==> config.mk <==
export PLATFORM = sky130hd
export DESIGN_NAME = hdb3_enc
export DESIGN_NICKNAME = d
export VERILOG_FILES = /design/src/rtl/hdb3_pkg.sv /design/src/rtl/hdb3_enc.sv
export SDC_FILE = /design/constraint.sdc
export NUM_CORES = 1
export LEC_CHECK = 0
export CAP_MARGIN = 20
export CORE_MARGIN = 4
export CORE_UTILIZATION = 30
export CTS_BUF_LIST = sky130_fd_sc_hd__clkbuf_8
export DETAILED_ROUTE_END_ITERATION = 10
export SETUP_SLACK_MARGIN = 0.4
export SKIP_LAST_GASP = 1
export SYNTH_ARGS = -nofsm -noshare
export SYNTH_HDL_FRONTEND = slang
export SYNTH_SLANG_ARGS = --single-unit
==> constraint.sdc <==
create_clock -name clk -period 1.9 [get_ports clk]
set_input_delay 0.285 -clock clk [delete_from_list [all_inputs] [get_ports clk]]
set_output_delay 0.285 -clock clk [all_outputs]
set_load 0.05 [all_outputs]
==> src/rtl/hdb3_pkg.sv <==
// rtl/hdb3_pkg.sv - shared HDB3 symbol codes, window tags and helpers
// Purpose: constants shared by the HDB3 encoder and decoder so that both
//          ends of the line-code path agree on the 2-bit ternary format.
// Contents:
//   HDB3_ZERO / HDB3_POS / HDB3_NEG : ternary symbol codes (2'b11 unused)
//   tag_t                           : window slot tags ZERO / MARK / B / V
//   WIN_DEPTH                       : substitution window depth (4 bits)
//   pol_sym()                       : pulse polarity flag to symbol code
package hdb3_pkg;

  localparam logic [1:0] HDB3_ZERO = 2'b00;
  localparam logic [1:0] HDB3_POS  = 2'b01;
  localparam logic [1:0] HDB3_NEG  = 2'b10;

  typedef enum logic [1:0] {
    TAG_ZERO = 2'd0,
    TAG_MARK = 2'd1,
    TAG_B    = 2'd2,
    TAG_V    = 2'd3
  } tag_t;

  localparam int WIN_DEPTH = 4;
  localparam int FILL_W    = 3;

  // neg = 1 selects a -1 pulse, neg = 0 a +1 pulse.
  function automatic logic [1:0] pol_sym(input logic neg);
    return neg ? HDB3_NEG : HDB3_POS;
  endfunction

endpackage

==> src/rtl/hdb3_enc.sv <==
// rtl/hdb3_enc.sv - HDB3 line encoder (NRZ bits in, ternary symbols out)
// Purpose: AMI marking with 000V / B00V substitution of every run of four
//          zeros. A 4-slot tag window delays each bit by four accepted bits
//          so a B pulse can be inserted ahead of a zero run once it is seen.
// Ports:
//   clk        : system clock, rising edge
//   rst        : asynchronous active-low reset
//   data_valid : qualifies data_in, one bit accepted per edge while high
//   data_in    : NRZ bit, 1 = mark
//   hdb3_valid : registered, high one cycle per emitted symbol
//   hdb3_out   : registered symbol, 00 zero / 01 +1 / 10 -1
module hdb3_enc
  import hdb3_pkg::*;
(
  input  logic       clk,
  input  logic       rst,
  input  logic       data_valid,
  input  logic       data_in,
  output logic       hdb3_valid,
  output logic [1:0] hdb3_out
);

  tag_t              win      [WIN_DEPTH];
  tag_t              win_next [WIN_DEPTH];
  logic [FILL_W-1:0] fill;
  logic              last_neg;       // polarity of the last pulse, 1 = -1
  logic              par;            // pulses since last V, 1 = odd

  logic              emit;
  logic [1:0]        sym;
  logic              last_neg_next;
  logic              par_next;
  logic              all_zero;

  always_comb begin
    emit          = data_valid && (fill == FILL_W'(WIN_DEPTH));
    sym           = HDB3_ZERO;
    last_neg_next = last_neg;
    par_next      = par;

    // Output stage: encode the oldest tag as it leaves the window.
    if (emit) begin
      case (win[WIN_DEPTH-1])
        TAG_MARK, TAG_B: begin
          last_neg_next = ~last_neg;
          par_next      = ~par;
          sym           = pol_sym(~last_neg);
        end
        TAG_V: begin
          // Violation repeats the previous polarity and restarts parity.
          sym      = pol_sym(last_neg);
          par_next = 1'b0;
        end
        default: sym = HDB3_ZERO;
      endcase
    end

    win_next[0] = data_in ? TAG_MARK : TAG_ZERO;
    for (int i = 1; i < WIN_DEPTH; i++) begin
      win_next[i] = win[i-1];
    end

    // Any non-ZERO tag (mark or part of an earlier group) blocks detection,
    // which keeps substitution groups from overlapping.
    all_zero = 1'b1;
    for (int i = 0; i < WIN_DEPTH; i++) begin
      if (win_next[i] != TAG_ZERO) all_zero = 1'b0;
    end

    // Only a window holding four real bits may be substituted; reset filler
    // slots must never be mistaken for a zero run.
    if (all_zero && (fill >= FILL_W'(WIN_DEPTH - 1))) begin
      win_next[0] = TAG_V;
      if (!par_next) win_next[WIN_DEPTH-1] = TAG_B;
    end
  end

  always_ff @(posedge clk or negedge rst) begin
    if (!rst) begin
      for (int i = 0; i < WIN_DEPTH; i++) win[i] <= TAG_ZERO;
      fill       <= '0;
      last_neg   <= 1'b1;
      par        <= 1'b0;
      hdb3_valid <= 1'b0;
      hdb3_out   <= HDB3_ZERO;
    end else begin
      hdb3_valid <= emit;
      if (data_valid) begin
        win      <= win_next;
        last_neg <= last_neg_next;
        par      <= par_next;
        if (fill != FILL_W'(WIN_DEPTH)) fill <= fill + 1'b1;
        if (emit) hdb3_out <= sym;
      end
    end
  end

endmodule

==> flow_metrics.env, run 1 <==
export IMPL_drive_above_1_share_pct=18.9
export IMPL_die_height_um=57.7
export IMPL_postCtsHoldBufs=0
export IMPL_fin_worst_skew_ps=1.49
export IMPL_overflow=0
export IMPL_postSynthNetCount=72
export IMPL_root_buffer="clkbuf_8"
export IMPL_via_per_inst=4.54
export IMPL_nets=84
export IMPL_p_leak_nw=0.439
export IMPL_cts_tree="yes"
export IMPL_critPathArrivalTime_ps=1530
export IMPL_firstDrtPassIters=2
export IMPL_ir_worst_vdd_mv=0.640
export IMPL_synth_cell_types=18
export IMPL_fmax_ghz=0.715
export IMPL_synth_cells=63
export IMPL_crit_fanout=4
export IMPL_clock_path_buffers=2
export IMPL_crit_chain="ha_1 > ha_1 > a211o_1 > nand3_2 > o221ai_2"
export IMPL_yosys_area_share_simple_pct=9.44
export IMPL_gp_congestion=0.755
export IMPL_insertion_delay_ps=250
export IMPL_grtUsageTotal_pct=8.67
export IMPL_io_buffers=6
export IMPL_first_iter_violations=2
export IMPL_rsz0062_at_grt="false"
export IMPL_rows=17
export IMPL_finalMaxSlewViolations=0
export IMPL_antenna_found_initial=0
export IMPL_worst_slew_pin_slew_ps=489
export IMPL_syn_avg_cell_area_um2=11.8
export IMPL_finalCritPeriodShare_pct=73.6
export IMPL_end_kind="flop"
export IMPL_outcome="finished clean"
export IMPL_yosysWarnings=0
export IMPL_area_growth_pct=20.4
export IMPL_hold_viol=0
export IMPL_initial_utilization_pct=32.6
export IMPL_critPathMaxStageDelay_ps=420
export IMPL_routedWlPerCell_um=11.7
export IMPL_grt_pass1_vias=503
export IMPL_syn_area_um2=742
export IMPL_grt_pass1_wl_mm=2.20
export IMPL_timing_slew_headroom_pct=67.6
export IMPL_cp_start_kind="flop"
export IMPL_io_pins=7
export IMPL_final_antenna_net_count=0
export IMPL_vias=463
export IMPL_synth_mux_area_share_pct=13.7
export IMPL_synthAdderAreaFrac_pct=8.43
export IMPL_drc=0
export IMPL_dieArea_mm2=0.00333
export IMPL_drt_wl_total_mm=1.19
export IMPL_hold_class="in2async"
export IMPL_slowest_stage="dfrtp_1"
export IMPL_core_area_mm2=0.00228
export IMPL_ys_ff_latch=16
export IMPL_powerDensity_mw_per_mm2=1340
export IMPL_setup_viol=0
export IMPL_drv_cap=0
export IMPL_seq_area_frac_synth_pct=54.1
export IMPL_synth_top_family_by_area="multiplexers"
export IMPL_die_x_um=57.7
export IMPL_numClockSinks=16
export IMPL_layout_min_cycle_time_ps=1400
export IMPL_cts_buffers=3
export IMPL_crit_top_cell="ha_1"
export IMPL_required_ps=2030
export IMPL_holdWs_ps=349
export IMPL_antenna_cells=0
export IMPL_worst_setup_path_type="reg2reg"
export IMPL_hpwl_um=886
export IMPL_tns_ps=0
export IMPL_synth_compound_area_share_pct=7.25
export IMPL_ctsHtreeMaxLevel=1
export IMPL_synth_xor_xnor_area_share_pct=2.36
export IMPL_path_clk_slew_ps=60
export IMPL_grt_max_degree=17
[final timing paths]
kind                                      endpoint  cells after the start  slack [ps]                     from
max reg2reg                     win[1]$_DFFE_PN0P_                      5         500      fill[0]$_DFFE_PN0P_
min in group clk           hdb3_out[0]$_DFFE_PN0P_                      2         470  hdb3_out[0]$_DFFE_PN0P_
min                            fill[2]$_DFFE_PN0P_                      2         350                      rst
min reg2reg                hdb3_out[0]$_DFFE_PN0P_                      2         470  hdb3_out[0]$_DFFE_PN0P_
max in group asynchronous     last_neg$_DFFE_PN1P_                      2        1310                      rst
max                             win[1]$_DFFE_PN0P_                      5         500      fill[0]$_DFFE_PN0P_
[cells in the mapped netlist]
cell type / number / area share (%)
dfrtp_1: 15 / 51
xnor2_1: 2 / 2.4
mux2_2: 5 / 7.6
buf_2: 1 / 0.67
nand4b_1: 1 / 1.2
nor4b_1: 1 / 1.2
o21ai_0: 6 / 4.0
a211o_1: 1 / 1.2
inv_1: 8 / 4.0
o221ai_2: 1 / 2.0
nor4_1: 1 / 0.84
dfstp_2: 1 / 3.5
nand2_1: 8 / 4.0
mux2_4: 1 / 2.0
nor2b_1: 1 / 0.84
ha_1: 5 / 8.4
nand3_1: 2 / 1.3
mux2i_1: 3 / 4.0
[through the flow]
step           power, mW  std cells  setup slack [ps]  cell area, um2  utilization [%]
2_1_floorplan      0.842         63               543             742                -
3_3_place_gp       0.955         98               370             847             37.2
3_5_place_dp       0.973         98               365             847             37.2
4_1_cts             1.23        102               401             888             39.0
5_1_grt             1.31        102               425             893             39.3
6_report            1.20        102               501             893             39.3
[timing repair]
action / CTS / global route
gates resized for setup: 3 / 2
buffers inserted: 0 / 0
hold endpoints to repair: 0 / 0
setup endpoints to repair: 3 / 3
[where the power goes]
| group | switching, mW | internal, mW |
|---|---|---|
| sequential | 0.0870 | 0.454 |
| combinational | 0.222 | 0.181 |
| clock | 0.112 | 0.143 |
| total | 0.420 | 0.778 |
[metal layers]
layer	part of all wire (%)	vias to the layer above	global-route usage, %
met4	1.1	0	2.98
met3	6.8	2	4.45
met1	44	219	9.95
met2	48	9	13.9
met5	0	-	0
li1	-	233	-
[cell type report]
| cell class | count | area [um2] |
|---|---|---|
| clock buffers | 3 | 41.3 |
| clock inverters | 1 | 3.75 |
| fillers | 226 | 1380 |
| inverters | 8 | 30.0 |
| multi-input cells | 38 | 310 |
| flip-flops and latches | 16 | 402 |
| well taps | 28 | 35.0 |
| repair buffers | 8 | 71.3 |
[kinds of logic after synthesis]
| family | count (synthesis) |
|---|---|
| xor+xnor | 2 |
| mux | 9 |
| compound gates | 8 |
| flops | 16 |
| buf+inv | 9 |
| fa+ha+maj | 5 |
| simple gates | 14 |
[critical path: cells and delay by family, from the launching register on]
family	cells	cell delay [ps]
flops	1	420
compound gates	2	380
simple gates	1	100
fa+ha+maj	2	380
[registers in the layout, summed over array words and instances, names as in the netlist]
| register | flops |
|---|---|
| win | 8 |
| fill | 3 |
| hdb3_out | 2 |
| hdb3_valid | 1 |
| last_neg | 1 |
| par | 1 |
[cell usage in the layout (no fill, tap or decap), drive strengths merged]
cell type	n
a211o	1
buf	2
clkbuf	3
clkdlybuf4s50	3
dfrtp	15
dfstp	1
dlygate4sd2	3
ha	5
inv	9
mux2	6
mux2i	3
nand2	8
nand3	2
nand4b	1
nor2b	1
nor4	1
nor4b	1
o21ai	6
o221ai	1
xnor2	2
(Power assumes the default switching activity.)
==> run 2: changes to the inputs <==
==> constraint.sdc (replaced) <==
create_clock -name clk -period 1.5 [get_ports clk]
set_input_delay 0.225 -clock clk [delete_from_list [all_inputs] [get_ports clk]]
set_output_delay 0.225 -clock clk [all_outputs]
set_load 0.05 [all_outputs]
==> run 2 against run 1 <==
Compared with the run above: via count grew 6.9%; first-iteration DRC count unchanged; combinational power increased by 77%; non-clock buffer count rose by 5; maximum frequency up 2.8%; utilization is 3.8 points higher; total power grew 46%; critical path type unchanged; largest cell class unchanged; largest power group is now combinational cells.
==> flow_metrics.env, run 2 (synthesized netlist as in run 1, its figures left out) <==
export IMPL_gp_congestion=0.712
export IMPL_vias=495
export IMPL_cts_buffers=3
export IMPL_holdWs_ps=226
export IMPL_crit_top_cell="ha_2"
export IMPL_largest_reg_flops=8
export IMPL_antenna_found_initial=0
export IMPL_core_area_mm2=0.00228
export IMPL_insertion_delay_ps=250
export IMPL_totalPowerFinal_mw=1.75
export IMPL_numClockSinks=16
export IMPL_worst_setup_path_type="reg2reg"
export IMPL_initial_utilization_pct=32.6
export IMPL_outcome="finished clean"
export IMPL_routedWlPerCell_um=12.2
export IMPL_die_x_um=57.7
export IMPL_hpwl_um=981
export IMPL_finalMaxSlewViolations=0
export IMPL_fmax_ghz=0.735
export IMPL_final_common_cell="dfrtp_1"
export IMPL_finalCritPeriodShare_pct=90.7
export IMPL_grtUsageTotal_pct=9.54
export IMPL_first_iter_violations=2
export IMPL_placed_cells=99
export IMPL_hold_class="in2async"
export IMPL_path_clk_slew_ps=70
export IMPL_layout_min_cycle_time_ps=1360
export IMPL_cp_start_kind="flop"
export IMPL_reg2reg_to="win[1]$_DFFE_PN0P_"
export IMPL_ir_worst_vdd_mv=0.789
export IMPL_crit_fanout=4
export IMPL_io_buffers=6
export IMPL_dieArea_mm2=0.00333
export IMPL_drive_above_1_share_pct=41.8
export IMPL_rows=17
export IMPL_layout_cells_non_filler=107
export IMPL_drc=0
export IMPL_drv_cap=0
export IMPL_nets=89
export IMPL_final_area_um2=981
export IMPL_drt_wl_total_mm=1.30
export IMPL_r2r_start="fill[0]$_DFFE_PN0P_"
export IMPL_slowest_stage="dfrtp_1"
export IMPL_grt_pass1_vias=537
export IMPL_end_kind="flop"
export IMPL_p_leak_nw=0.457
export IMPL_cts_tree="yes"
export IMPL_grt_max_degree=11
export IMPL_powerDensity_mw_per_mm2=1780
export IMPL_timing_slew_headroom_pct=76.3
export IMPL_top_regs="win x8, fill x3, hdb3_out x2"
export IMPL_die_height_um=57.7
export IMPL_final_cell_mix="dfrtp_1 (15), buf_4 (9), nand2_1 (6)"
export IMPL_grt_pass1_wl_mm=2.37
export IMPL_place_area_um2=878
export IMPL_rsz0062_at_grt="true"
export IMPL_crit_chain="ha_2 > ha_2 > a211o_1 > nand3_2 > o221ai_2"
export IMPL_startpoint="fill[0]$_DFFE_PN0P_"
export IMPL_regMostFlops="win"
export IMPL_root_buffer="clkbuf_8"
export IMPL_antenna_cells=0
export IMPL_required_ps=1620
export IMPL_overflow=0
export IMPL_io_pins=7
export IMPL_hold_viol=0
export IMPL_via_per_inst=4.63
export IMPL_setup_viol=0
export IMPL_r2r_cells=5
export IMPL_fin_worst_skew_ps=10.7
export IMPL_r2r_setup_slack_ps=140
export IMPL_firstDrtPassIters=3
export IMPL_worst_slew_pin_slew_ps=351
export IMPL_critPathMaxStageDelay_ps=440
export IMPL_ctsHtreeMaxLevel=1
export IMPL_critPathArrivalTime_ps=1480
export IMPL_area_growth_pct=32.2
export IMPL_final_antenna_net_count=0
export IMPL_clock_path_buffers=2
==> run 2: final cells by class <==
cell class                      instances  area [um2]
Sequential cell                        16         402
Multi-Input combinational cell         38         362
Clock inverter                          1        3.75
Fill cell                             221        1290
Timing Repair Buffer                   13         108
Clock buffer                            3        41.3
Tap cell                               28        35.0
Inverter                                8        30.0
==> run 2: worst max-delay path, delay by kind of cell (launching register included) <==
family / cells / cell delay [ps]
adders and majority gates: 2 / 340
and+or+nand+nor: 1 / 100
AOI/OAI and AO/OA: 2 / 340
DFF: 1 / 440
==> run 2: report_power, final <==
part | leakage (nW) | switching (mW) | internal, mW
Combinational | 0.229 | 0.347 | 0.366
Clock | 0.0269 | 0.146 | 0.181
Sequential | 0.201 | 0.133 | 0.575
==> run 2: timing repair <==
action | in CTS | in global routing
hold buffers | 0 | 0
pin swaps | 0 | 3
resized for setup | 5 | 7
endpoints found under the setup margin | 13 | 11
setup buffers | 2 | 2
endpoints found under the hold margin | 0 | 0
==> run 2: stage by stage <==
step / util, % / setup TNS (ps) / worst slack (ps)
after floorplan: - / 0 / 241
after global placement: 38.6 / -41.5 / -41.5
after detailed placement: 38.6 / -103 / -85.7
after CTS: 41.8 / 0 / 150
after global routing: 43.1 / 0 / 88.2
final: 43.1 / 0 / 139
==> run 2: worst max-delay path by stage <==
stage                               to  slack (ps)  cells past startpoint
finish              win[1]$_DFFE_PN0P_         140                      5
global route        win[1]$_DFFE_PN0P_          90                      5
CTS                 win[1]$_DFFE_PN0P_         150                      5
detailed placement  win[1]$_DFFE_PN0P_         -90                      4
global placement    win[1]$_DFFE_PN0P_         -40                      4
floorplan           win[1]$_DFFE_PN0P_         240                      5
==> run 2: metal layers <==
| layer | global-route usage, % | share of wire (%) | wire, um | vias to the layer above |
|---|---|---|---|---|
| met5 | 0 | 0 | 0 | - |
| met4 | 5.96 | 3.2 | 41 | 0 |
| met3 | 2.67 | 3.8 | 49 | 5 |
| met2 | 15.5 | 49 | 642 | 9 |
| met1 | 11.0 | 44 | 567 | 235 |
| li1 | - | - | - | 246 |
